### src/rtl/bp_be_pkg.sv
`default_nettype none
// ============================================================================
// Module      : bp_be_pkg
// Description : Shared backend types: processor config selector, regfile
//               geometry helpers and the writeback-source select enum.
// Revision    : 1.0 - initial release
// ============================================================================
package bp_be_pkg;

    typedef enum logic [0:0] {
        e_bp_inv_cfg = 1'b0
    } bp_params_e;

    typedef enum logic [1:0] {
        e_wb_src_pipe = 2'd0,
        e_wb_src_cfg  = 2'd1,
        e_wb_src_ll   = 2'd2
    } wb_src_e;

    localparam int c_NUM_REGS = 32;

    function automatic int reg_addr_width(input bp_params_e cfg);
        case (cfg)
            e_bp_inv_cfg: return 5;
            default:      return 5;
        endcase
    endfunction

    function automatic int dword_width(input bp_params_e cfg);
        case (cfg)
            e_bp_inv_cfg: return 64;
            default:      return 64;
        endcase
    endfunction

endpackage
`default_nettype wire

### src/rtl/bp_be_irf_scoreboard.sv
`default_nettype none
// ============================================================================
// Module      : bp_be_irf_scoreboard
// Description : 32-entry pending-write scoreboard for long-latency ops with
//               two combinational source lookups. x0 is never marked busy.
// Revision    : 1.0 - initial release
// ============================================================================
module bp_be_irf_scoreboard
    import bp_be_pkg::*;
(
    input  logic       clk_i,
    input  logic       reset_i,
    input  logic       set_v_i,
    input  logic [4:0] set_addr_i,
    input  logic       clr_v_i,
    input  logic [4:0] clr_addr_i,
    input  logic [4:0] rs1_addr_i,
    input  logic [4:0] rs2_addr_i,
    output logic       rs1_busy_o,
    output logic       rs2_busy_o
);

    logic [c_NUM_REGS-1:0] busy_q;
    logic [c_NUM_REGS-1:0] busy_d;

    // Set is applied after clear so a same-cycle reissue keeps the bit owned.
    always_comb begin
        busy_d = busy_q;
        if (clr_v_i) begin
            busy_d[clr_addr_i] = 1'b0;
        end
        if (set_v_i && (set_addr_i != 5'd0)) begin
            busy_d[set_addr_i] = 1'b1;
        end
    end

    always_ff @(posedge clk_i) begin
        if (reset_i) begin
            busy_q <= '0;
        end else begin
            busy_q <= busy_d;
        end
    end

    always_ff @(posedge clk_i) begin
        if (!reset_i && set_v_i && (set_addr_i != 5'd0)) begin
            assert (!busy_q[set_addr_i] || (clr_v_i && (clr_addr_i == set_addr_i)));
        end
    end

    assign rs1_busy_o = busy_q[rs1_addr_i] & (rs1_addr_i != 5'd0);
    assign rs2_busy_o = busy_q[rs2_addr_i] & (rs2_addr_i != 5'd0);

endmodule
`default_nettype wire

### src/rtl/bp_be_irf_wb_arbiter.sv
`default_nettype none
// ============================================================================
// Module      : bp_be_irf_wb_arbiter
// Description : Integer regfile write-port arbiter (pipe > cfg > ll) with a
//               long-latency scoreboard and starvation stall. Defining
//               BP_BE_IRF_WB_SKID_EN adds a one-entry skid on the ll path.
// Revision    : 1.0 - initial release
// ============================================================================
module bp_be_irf_wb_arbiter
    import bp_be_pkg::*;
#(
    parameter bp_params_e bp_params_p    = e_bp_inv_cfg,
    parameter int         starve_limit_p = 8
) (
    input  logic        clk_i,
    input  logic        reset_i,
    input  logic        pipe_w_v_i,
    input  logic [4:0]  pipe_addr_i,
    input  logic [63:0] pipe_data_i,
    input  logic        cfg_w_v_i,
    input  logic [4:0]  cfg_addr_i,
    input  logic [63:0] cfg_data_i,
    output logic        cfg_ready_o,
    input  logic        ll_issue_v_i,
    input  logic [4:0]  ll_issue_rd_i,
    input  logic        ll_v_i,
    input  logic [4:0]  ll_addr_i,
    input  logic [63:0] ll_data_i,
    output logic        ll_ready_and_o,
    input  logic [4:0]  rs1_addr_i,
    input  logic [4:0]  rs2_addr_i,
    output logic        rs1_busy_o,
    output logic        rs2_busy_o,
    output logic        stall_o,
    output logic        rd_w_v_o,
    output logic [4:0]  rd_addr_o,
    output logic [63:0] rd_data_o
);

    localparam int c_AW = reg_addr_width(bp_params_p);
    localparam int c_DW = dword_width(bp_params_p);
    localparam int c_CW = $clog2(starve_limit_p + 1);
    localparam logic [c_CW-1:0] c_STARVE_LIMIT = c_CW'(starve_limit_p);

    wb_src_e         src;
    logic            src_v;
    logic            ll_hs;
    logic            ll_src_v;
    logic [c_AW-1:0] ll_src_addr;
    logic [c_DW-1:0] ll_src_data;
    logic            clr_v;
    logic [c_AW-1:0] clr_addr;
    logic            blocked;
    logic [c_CW-1:0] starve_cnt_q;
    logic [c_CW-1:0] starve_cnt_d;

    assign cfg_ready_o = ~reset_i & ~pipe_w_v_i;
    assign ll_hs       = ll_v_i & ll_ready_and_o;

`ifdef BP_BE_IRF_WB_SKID_EN
    logic            skid_v_q;
    logic            skid_v_d;
    logic [c_AW-1:0] skid_addr_q;
    logic [c_AW-1:0] skid_addr_d;
    logic [c_DW-1:0] skid_data_q;
    logic [c_DW-1:0] skid_data_d;
    logic            skid_drain;

    assign ll_ready_and_o = ~reset_i & ~skid_v_q;
    assign ll_src_v       = skid_v_q;
    assign ll_src_addr    = skid_addr_q;
    assign ll_src_data    = skid_data_q;
    assign skid_drain     = src_v & (src == e_wb_src_ll);
    // The pending bit belongs to the op until its data actually lands.
    assign clr_v          = skid_drain;
    assign clr_addr       = skid_addr_q;
    assign blocked        = skid_v_q & ~skid_drain;

    always_comb begin
        skid_v_d    = skid_v_q;
        skid_addr_d = skid_addr_q;
        skid_data_d = skid_data_q;
        if (skid_drain) begin
            skid_v_d = 1'b0;
        end
        if (ll_hs) begin
            skid_v_d    = 1'b1;
            skid_addr_d = ll_addr_i;
            skid_data_d = ll_data_i;
        end
    end

    always_ff @(posedge clk_i) begin
        if (reset_i) begin
            skid_v_q    <= 1'b0;
            skid_addr_q <= '0;
            skid_data_q <= '0;
        end else begin
            skid_v_q    <= skid_v_d;
            skid_addr_q <= skid_addr_d;
            skid_data_q <= skid_data_d;
        end
    end
`else
    assign ll_ready_and_o = ~reset_i & ~pipe_w_v_i & ~cfg_w_v_i;
    assign ll_src_v       = ll_v_i;
    assign ll_src_addr    = ll_addr_i;
    assign ll_src_data    = ll_data_i;
    assign clr_v          = ll_hs;
    assign clr_addr       = ll_addr_i;
    assign blocked        = ll_v_i & ~ll_ready_and_o;
`endif

    always_comb begin
        src   = e_wb_src_pipe;
        src_v = 1'b0;
        if (pipe_w_v_i) begin
            src   = e_wb_src_pipe;
            src_v = 1'b1;
        end else if (cfg_w_v_i) begin
            src   = e_wb_src_cfg;
            src_v = 1'b1;
        end else if (ll_src_v) begin
            src   = e_wb_src_ll;
            src_v = 1'b1;
        end
    end

    always_comb begin
        rd_addr_o = pipe_addr_i;
        rd_data_o = pipe_data_i;
        case (src)
            e_wb_src_cfg: begin
                rd_addr_o = cfg_addr_i;
                rd_data_o = cfg_data_i;
            end
            e_wb_src_ll: begin
                rd_addr_o = ll_src_addr;
                rd_data_o = ll_src_data;
            end
            default: ;
        endcase
    end

    // x0 writes still win arbitration and handshake, they just never reach the regfile.
    assign rd_w_v_o = ~reset_i & src_v & (rd_addr_o != 5'd0);

    always_comb begin
        starve_cnt_d = '0;
        if (blocked) begin
            starve_cnt_d = (starve_cnt_q == c_STARVE_LIMIT) ? starve_cnt_q
                                                            : starve_cnt_q + 1'b1;
        end
    end

    always_ff @(posedge clk_i) begin
        if (reset_i) begin
            starve_cnt_q <= '0;
        end else begin
            starve_cnt_q <= starve_cnt_d;
        end
    end

    assign stall_o = (starve_cnt_q == c_STARVE_LIMIT);

    bp_be_irf_scoreboard u_scoreboard (
        .clk_i      (clk_i),
        .reset_i    (reset_i),
        .set_v_i    (ll_issue_v_i),
        .set_addr_i (ll_issue_rd_i),
        .clr_v_i    (clr_v),
        .clr_addr_i (clr_addr),
        .rs1_addr_i (rs1_addr_i),
        .rs2_addr_i (rs2_addr_i),
        .rs1_busy_o (rs1_busy_o),
        .rs2_busy_o (rs2_busy_o)
    );

endmodule
`default_nettype wire

### config.mk
export PLATFORM = sky130hd
export DESIGN_NAME = bp_be_irf_wb_arbiter
export DESIGN_NICKNAME = d
export VERILOG_FILES = /design/src/rtl/bp_be_pkg.sv /design/src/rtl/bp_be_irf_scoreboard.sv /design/src/rtl/bp_be_irf_wb_arbiter.sv
export SDC_FILE = /design/constraint.sdc
export NUM_CORES = 1
export LEC_CHECK = 0
export ABC_AREA = 1
export CAP_MARGIN = 20
export CORE_AREA = 2 2 118 120
export CTS_BUF_LIST = sky130_fd_sc_hd__clkbuf_8
export CTS_CLUSTER_SIZE = 40
export DETAILED_ROUTE_END_ITERATION = 10
export DIE_AREA = 0 0 120 122
export DONT_BUFFER_PORTS = 1
export PLACE_DENSITY_LB_ADDON = 0.25
export RECOVER_POWER = 100
export SLEW_MARGIN = 20
export SYNTH_ARGS = -nofsm -noshare
export SYNTH_HDL_FRONTEND = slang
export SYNTH_SLANG_ARGS = --single-unit
### constraint.sdc
create_clock -name clk_i -period 1.45 [get_ports clk_i]
set_input_delay 0.2175 -clock clk_i [delete_from_list [all_inputs] [get_ports clk_i]]
set_output_delay 0.2175 -clock clk_i [all_outputs]
set_load 0.03 [all_outputs]
==> flow_summary_export.csv <==
group,metric,value,unit
outcome,status,"finished, violations left",
outcome,violations,"negative setup slack",
place,place_area,4640,µm²
die,die_height,122,µm
synth,mappedNetlistNets,877,
sta,fmax,0.656,GHz
sta,finalHoldViolCount,0,
sta,rsz0062_at_grt,"true",
power,power.leakage,2.29,nW
place,port_buffers,0,
power,ir_drop,0.460,mV
die,rows,43,
grt,grt_pass1_vias,4894,
synth,ys_ff_latch,36,
place,place.gp.congestion,0.991,
sta,tightestPinTransition,0.568,ns
cells_and_area,final_common_cell,"nand2_1",
setup_path,cp_cell_sequence,"nor2_1, nand2_1, inv_4, buf_6, buf_4, nand2_1, nand2_1, buf_12",
cells_and_area,layout_common_cells,"nand2_1, buf_4, nand3_1, inv_1, a22oi_1",
die,dieArea,14600,µm²
synth,syn_area,3810,µm²
power,power_density,698,nW/µm²
clock_tree,cts_buffer_depth,2,
sta,fin_ws,-0.0735,ns
die,start_util,28.2,%
routing,viasPerCell,5.38,
grt,antenna_found_initial,1,
setup_path,cpPeakStageDelay,0.19,ns
setup_path,path_class,"in -> out",
routing,drt_iter0_markers,334,
grt,grt_use_total,29.0,%
setup_path,cpMostUsedCell,"nand2_1",
clock_tree,worstSkewPairLatency,0.29,ns
cells_and_area,drive_gt1_share,27.1,%
clock_tree,htree_levels,2,
die,coreArea,13500,µm²
clock_tree,cts.sinks,36,
clock_tree,cts_inserted_buffers,5,
synth,yosysWarnings,0,
place,post-place-ws,-0.0000802,ns
flow_run,cap_violations,0,
synth,synth.yosys.seq_area_share,18.9,%
setup_path,crit_required,1.23,ns
cells_and_area,fin_nets,955,
grt,grt_max_degree,39,
setup_path,startpoint_type,"primary input",
setup_path,path_max_fanout,16,
routing,vias,4876,
sta,fin_crit_sh,105,%
routing,dr.pass1.iters,5,
grt,grt-ovfl-total,0,
clock_tree,clockRootBuffer,"clkbuf_8",
routing,routedWlPerCell,24.1,µm
clock_tree,clk_pin_slew,0.07,ns
setup_path,slowest_stage,"buf_6",
clock_tree,cts_tree,"done",
sta,min_period,1.52,ns
routing,routed_wl,21900,µm
synth,ys_types,28,
routing,drc,0,
synth,syn_inst,647,
setup_path,arrival,1.31,ns
sta,fin_skew,0.000257,ns
place,dp_hpwl,18500,µm
synth,syn_area_per_cell,5.89,µm²
sta,slew_headroom,62.1,%
routing,antenna_left,0,
cells_and_area,fin_area,4870,µm²
cells_and_area,finish.utilization,36.1,%
cells_and_area,synthToLayoutAreaGrowth,27.9,%
die,die_w,120,µm
hold_path,hold_path_class,"in -> reg",
sta,setup_violations,27,
setup_path,worstSetupEndpointType,"output port",
grt,grt_pass1_wl,30700,µm
sta,drv_slew,0,
die,ios,303,
==> cell usage after synthesis, drive strengths merged <==
cell type | number | area [µm²]
o21ai | 36 | 184
nor3 | 16 | 119
a31oi | 2 | 12.5
inv | 71 | 272
nand3 | 60 | 320
xnor2 | 1 | 8.76
nor2 | 18 | 85.1
ha | 2 | 25.0
nand2 | 273 | 1030
a21oi | 34 | 170
dfxtp | 36 | 721
a22oi | 64 | 601
clkbuf | 3 | 11.3
clkinv | 2 | 7.51
buf | 29 | 245
==> state kept, by name, indices dropped and copies added (netlist names) <==
name / cells
starve_cnt_q: 4
u_scoreboard.busy_q: 32
==> area by class of cell <==
cell class	count	area (µm²)
tap	180	225
inverter	73	290
clock buffer	6	82.6
clock inverter	2	7.51
timing repair buffer	103	910
antenna	1	2.50
multi-input combinational	506	2620
fill	1521	8630
sequential	36	742
==> worst max-delay path, delay by kind of cell <==
kind,cells,cell delay [ns]
AND/OR/NAND/NOR,4,0.47
buffers and inverters,4,0.61
==> per-layer routing <==
metal,part of all wire (%),track usage [%],vias up
met4,2.2,5.96,0
li1,-,-,2280
met1,40,34.4,2289
met3,16,18.9,27
met5,0,0,-
met2,42,43.8,280
==> metrics by stage <==
step	setup TNS (ns)	instances	hold slack (ns)	total power [mW]
floorplan	0	647	0.408	2.03
global placement	0	888	0.292	2.61
detailed placement	-0.0000802	888	0.294	2.62
CTS	-0.313	898	0.129	3.39
global route	-3.84	907	0.154	3.57
finish	-0.784	907	0.132	3.40
==> path summary, 6_finish.rpt <==
path | from | to | slack, ns | cells past startpoint
worst max-delay path | pipe_w_v_i | rd_data_o[31] | -0.07 | 8
worst min register to register | starve_cnt_q[3] | starve_cnt_q[3] | 0.47 | 2
worst max register to register | starve_cnt_q[1] | starve_cnt_q[1] | 0.05 | 8
worst min-delay path | ll_issue_rd_i[1] | u_scoreboard.busy_q[21] | 0.13 | 3
==> report_power, final <==
group	switching [mW]	internal (mW)	leakage (nW)
Sequential	0.00854	1.00	0.299
Clock	0.373	0.374	0.0538
Combinational	1.09	0.554	1.94
Total	1.47	1.93	2.29
==> what timing repair did <==
action                     CTS  global route
resized for setup           34            35
pin swaps                   21            23
setup buffers                1             6
setup endpoints to repair    5             9
hold endpoints to repair    32             0
gates cloned                 0             2
hold buffers                 1             0
==> logic make-up (layout without fill, tap and decap cells) <==
kind of cell             after synthesis  count (layout)  share of synthesized area (%)
AO/OA/AOI/OAI                        136             136                           25.4
XOR/XNOR                               1               1                          0.230
adder cells (fa/ha/maj)                2               2                          0.656
buffers and inverters                105             184                           14.1
flip-flops                            36              36                           18.9
other                                  0               1                              0
AND/OR/NAND/NOR                      367             367                           40.8
Power figures use the tool's default switching activity.
